<file path="config.mk">
export PLATFORM = sky130hd
export DESIGN_NAME = z_core_rf_wb_arbiter
export DESIGN_NICKNAME = d
export VERILOG_FILES = /design/src/rtl/z_core_pkg.sv /design/src/rtl/z_core_rr_arb2.sv /design/src/rtl/z_core_rf_wb_arbiter.sv
export SDC_FILE = /design/constraint.sdc
export NUM_CORES = 1
export LEC_CHECK = 0
export BUFFER_PORTS_ARGS = -buffer_cell sky130_fd_sc_hd__buf_2
export CAP_MARGIN = 20
export CORE_UTILIZATION = 51
export CTS_CLUSTER_SIZE = 40
export DETAILED_ROUTE_END_ITERATION = 6
export HOLD_SLACK_MARGIN = 0.1
export PLACE_DENSITY = 0.92
export SLEW_MARGIN = 30
export SYNTH_ARGS = -nofsm -noshare
export SYNTH_HDL_FRONTEND = slang
export SYNTH_SLANG_ARGS = --single-unit
</file>
<file path="constraint.sdc">
create_clock -name clk -period 4.2 [get_ports clk]
set_input_delay 0.21 -clock clk [delete_from_list [all_inputs] [get_ports clk]]
set_output_delay 0.21 -clock clk [all_outputs]
set_load 0.02 [all_outputs]
</file>
<file path="src/rtl/z_core_pkg.sv">
// z_core_pkg: constants and types shared by the register-file writeback arbiter.
//   XLEN   - register data width
//   NREG   - number of architectural registers
//   REG_AW - register index width (log2 NREG)
//   REG_X0 - index of the hard-wired zero register
//   rr_last_e - which requester was granted most recently
package z_core_pkg;

    localparam int unsigned XLEN   = 32;
    localparam int unsigned NREG   = 32;
    localparam int unsigned REG_AW = 5;
    localparam int unsigned REG_X0 = 0;

    typedef enum logic {
        LAST_A = 1'b0,
        LAST_B = 1'b1
    } rr_last_e;

endpackage

</file>
<file path="src/rtl/z_core_rr_arb2.sv">
// z_core_rr_arb2: two-input round-robin arbiter.
//   clk   in  system clock, rising edge
//   rst_n in  asynchronous active-low reset (pointer returns to "B last")
//   req   in  [1:0] request vector, bit 0 = A, bit 1 = B
//   gnt   out [1:0] one-hot (or zero) grant, combinational from req and pointer
module z_core_rr_arb2
    import z_core_pkg::*;
(
    input  logic       clk,
    input  logic       rst_n,
    input  logic [1:0] req,
    output logic [1:0] gnt
);

    rr_last_e last_q, last_d;

    always_ff @(posedge clk or negedge rst_n) begin
        if (!rst_n) begin
            last_q <= LAST_B;
        end else begin
            last_q <= last_d;
        end
    end

    // On a tie the requester that was not granted last wins; the pointer
    // only moves when something is granted.
    always_comb begin
        gnt    = '0;
        last_d = last_q;
        if (req[0] && (!req[1] || last_q == LAST_B)) begin
            gnt[0] = 1'b1;
            last_d = LAST_A;
        end else if (req[1]) begin
            gnt[1] = 1'b1;
            last_d = LAST_B;
        end
    end

endmodule

</file>
<file path="src/rtl/z_core_rf_wb_arbiter.sv">
// z_core_rf_wb_arbiter: shares the register-file write port between the
// execute (A) and memory (B) writeback requesters and keeps a pending-write
// scoreboard for decode hazard detection.
//   clk, reset              clock; asynchronous active-low reset
//   a_valid/a_ready/a_rd/a_data  requester A writeback handshake
//   b_valid/b_ready/b_rd/b_data  requester B writeback handshake
//   alloc_valid/alloc_rd    decode marks a destination register pending
//   rs1/rs2 -> rs1_busy/rs2_busy/hazard  decode hazard query
//   busy_mask               scoreboard contents (bit 0 always 0)
//   rf_we/rf_rd/rf_rd_in    registered write port to the register file
module z_core_rf_wb_arbiter
    import z_core_pkg::*;
#(
    parameter int unsigned XLEN   = z_core_pkg::XLEN,
    parameter int unsigned NREG   = z_core_pkg::NREG,
    parameter int unsigned REG_AW = z_core_pkg::REG_AW
) (
    input  logic              clk,
    input  logic              reset,
    input  logic              a_valid,
    output logic              a_ready,
    input  logic [REG_AW-1:0] a_rd,
    input  logic [XLEN-1:0]   a_data,
    input  logic              b_valid,
    output logic              b_ready,
    input  logic [REG_AW-1:0] b_rd,
    input  logic [XLEN-1:0]   b_data,
    input  logic              alloc_valid,
    input  logic [REG_AW-1:0] alloc_rd,
    input  logic [REG_AW-1:0] rs1,
    input  logic [REG_AW-1:0] rs2,
    output logic              rs1_busy,
    output logic              rs2_busy,
    output logic              hazard,
    output logic [NREG-1:0]   busy_mask,
    output logic              rf_we,
    output logic [REG_AW-1:0] rf_rd,
    output logic [XLEN-1:0]   rf_rd_in
);

    logic [1:0]        gnt;
    logic              grant;
    logic [REG_AW-1:0] g_rd;
    logic [XLEN-1:0]   g_data;

    logic              rf_we_q,    rf_we_d;
    logic [REG_AW-1:0] rf_rd_q,    rf_rd_d;
    logic [XLEN-1:0]   rf_rd_in_q, rf_rd_in_d;
    logic [NREG-1:0]   busy_q,     busy_d;

    z_core_rr_arb2 u_arb (
        .clk   (clk),
        .rst_n (reset),
        .req   ({b_valid, a_valid}),
        .gnt   (gnt)
    );

    // Grants are masked while reset is held so no handshake completes then.
    assign a_ready = gnt[0] & reset;
    assign b_ready = gnt[1] & reset;
    assign grant   = a_ready | b_ready;
    assign g_rd    = b_ready ? b_rd   : a_rd;
    assign g_data  = b_ready ? b_data : a_data;

    always_comb begin
        rf_we_d    = grant && (g_rd != REG_AW'(REG_X0));
        rf_rd_d    = grant ? g_rd   : rf_rd_q;
        rf_rd_in_d = grant ? g_data : rf_rd_in_q;

        // Clear on commit first, then set, so a fresh allocation at the
        // commit edge keeps the register pending.
        busy_d = busy_q;
        if (rf_we_q) begin
            busy_d[rf_rd_q] = 1'b0;
        end
        if (alloc_valid && (alloc_rd != REG_AW'(REG_X0))) begin
            busy_d[alloc_rd] = 1'b1;
        end
        busy_d[REG_X0] = 1'b0;
    end

    always_ff @(posedge clk or negedge reset) begin
        if (!reset) begin
            rf_we_q    <= 1'b0;
            rf_rd_q    <= '0;
            rf_rd_in_q <= '0;
            busy_q     <= '0;
        end else begin
            rf_we_q    <= rf_we_d;
            rf_rd_q    <= rf_rd_d;
            rf_rd_in_q <= rf_rd_in_d;
            busy_q     <= busy_d;
        end
    end

    assign rf_we     = rf_we_q;
    assign rf_rd     = rf_rd_q;
    assign rf_rd_in  = rf_rd_in_q;
    assign busy_mask = busy_q;
    assign rs1_busy  = busy_q[rs1];
    assign rs2_busy  = busy_q[rs2];
    assign hazard    = rs1_busy | rs2_busy;

endmodule

</file>
==> flow_summary.ini <==
[sta]
timing.hold.ws_ns = 0.107
clock.fmax_ghz = 0.429
worstMarginPinSlew_ns = 0.919
max_slew_margin = 0.386
grt_setup_unrepaired = no
slew_viol_final = 0
fin_setup_tns_ns = 0
fin_crit_ns = 2.33
skew_ns = 0.0110
hold_viol = 0
min_period_over_period = 0.555
setup_viol = 0

[worst_setup_path]
path_cells = dlygate4sd3_1 -> buf_2 -> buf_4 -> o211ai_1 -> buf_4 -> inv_1 -> buf_2
rrSetupSlack_ns = 2.31
crit_start = reset
cp.depth = 7
endpoint_kind = primary output
critPathBufInv = 6
worstPathArrival_ns = 2.12
required_ns = 3.99
r2r-end = rf_rd_in[14]
crit_type = in -> out
max_stage_delay_ns = 0.56
slowest_stage = buf_4
cp-endpoint = a_ready
critical_path.max_fanout = 39
critPathLaunchType = input port
r2r_start = u_arb.last_q
critPathTopFamily = buffers and inverters
reg2reg_depth = 4

[synthesis]
synth_ff_type = dfrtp_1
synth-adder-area-share = 0
synth.mux.area_fraction = 0.196
synth-compound-area-share = 0.167
synth_commonest_cells = o21ai_0, dfrtp_1, mux2i_1
synth_top_area_share = 0.472
synth.area.top_cells = dfrtp_1, mux2i_1, o21ai_0
synth_area_um2 = 3660
synth_top_family_by_area = multiplexers
syn_inst = 371
synth.most_common_cell = o21ai_0
synth-seq-cells = 70
avgSynthCellArea_um2 = 9.86
yosysUniqueCellTypes = 29
ys_warn_count = 0
synth_nets = 465
ys_seq_area_frac = 0.479
synth-xor-area-share = 0
synthSimpleGateAreaFrac = 0.127
synth_edf_count = 0
synth_top_area_cell = dfrtp_1
synthArstFlopShare = 1.00

[floorplan]
num_io_pins = 169
num_rows = 30
initial_utilization = 0.532
dieHeight_um = 86.7
dieArea_um2 = 7510
coreArea_um2 = 6870
die_w_um = 86.7

[final_layout]
diodes = 0
fin_nets = 657
fillerInstances = 491
fin_cells = 664
syn2layout_area_growth_pct = 37.9
ff_latch_area_um2 = 1750
multiInputGateArea_um2 = 1810
drive_above_1_share = 0.345

[route]
post_drt_wl_per_cell_um = 18.5
firstDrtPassIters = 6
drt_drc_violations_left = 0
dr_total_vias = 3934
drtIter0Drc = 302
via_per_inst = 5.92
wirelength_um = 12300
detail-route-antenna-nets = 0

[clock_tree]
hold_buffers = 30
cts_resized = 0
clock-sinks = 70
htree_levels = 3
clk_path_buf_depth = 2
numCtsBuffers = 9
cts_setup_buffers = 0
clk_latency_ns = 0.34
cts_tree = yes
path_clk_slew_ns = 0.07
cts_root_buf = clkbuf_8

[placement]
place_congestion = 0.864
dp.cells = 616
hpwlAfterDp_um = 7860
port_buffers = 167

[pwr]
p_leak_uw = 0.00245
power_density_nw_per_um2 = 528
ir_worst_vdd_mv = 0.265

[min_path]
worstHoldPathType = in -> reg
hp-start = b_rd[3]

[run_status]
status = finished, final reports clean

[global_routing]
grt_max_degree = 72
grt_pass1_wl_um = 18600
grt_antenna_before_repair = 0
grt.overflow.total = 0
grt_use_total = 0.331
grt_pass1_vias = 3833

[run]
drv_cap = 0
[tightest hold or removal path, cell delays in order]
cell	delay [ns]
buf_2	0.08
nand2_1	0.04
o21ai_0	0.07
[metrics by stage]
stage          utilization  cell area [um2]  total power, uW  worst slack [ns]
6_report             0.734             5040             2660              1.87
5_1_grt              0.734             5040             2810              1.80
3_3_place_gp         0.663             4550             2100              2.15
3_5_place_dp         0.663             4550             2160              2.05
2_1_floorplan            -             3660             1710              2.16
4_1_cts              0.730             5010             2640              1.92
[metal layers]
metal / routed length [um] / up-vias / track usage
li1: - / 1733 / -
met1: 4510 / 1868 / 0.376
met2: 6250 / 277 / 0.591
met3: 1030 / 56 / 0.0629
met4: 506 / 0 / 0.177
met5: 0 / - / 0
[registers in the layout (all words and copies together) (netlist names)]
name          cells
rf_rd             5
busy_mask        31
rf_rd_in         32
rf_we             1
u_arb.last_q      1
[cell type report]
class / instances / share of cell area
sequential: 70 / 0.347
tap: 96 / 0.0238
inverter: 4 / 0.00298
clock buffer: 14 / 0.0303
clock inverter: 2 / 0.00198
multi-input combinational: 276 / 0.358
timing repair buffer: 202 / 0.236
[worst min path at each step]
stage                                to  depth (start not counted)
after floorplan           busy_mask[10]                          0
after global placement     rf_rd_in[18]                          3
after detailed placement   rf_rd_in[25]                          3
after CTS                      rf_rd[3]                          3
after global routing           rf_rd[3]                          3
final                          rf_rd[3]                          3
[report_power, final]
| part | switching (uW) | internal (uW) | total [uW] |
|---|---|---|---|
| Clock | 238 | 230 | 468 |
| Sequential | 227 | 891 | 1120 |
| Combinational | 653 | 425 | 1080 |
| Total | 1120 | 1550 | 2660 |
[cell families after synthesis]
family          Yosys count
other cells               1
mux                      64
simple gates             94
flops                    70
buf+inv                  25
compound gates          117
[layout by cell type (no fill, tap or decap), types with 4 or more instances in the layout]
cell / Yosys / final
mux4_2: 6 / 6
inv_1: 4 / 4
a21oi_1: 6 / 5
mux2i_1: 57 / 57
dfrtp_1: 69 / 69
clkbuf_1: 12 / 4
a22oi_1: 4 / 4
buf_2: 7 / 167
nand2_1: 45 / 45
dlygate4sd3_1: 0 / 31
nor2b_1: 4 / 4
nand3_1: 13 / 13
nor2_1: 9 / 9
or3b_2: 4 / 4
nand3b_1: 10 / 10
o21ai_0: 101 / 101
clkbuf_8: 0 / 10
Note: power is estimated with default switching activity, not from simulation.
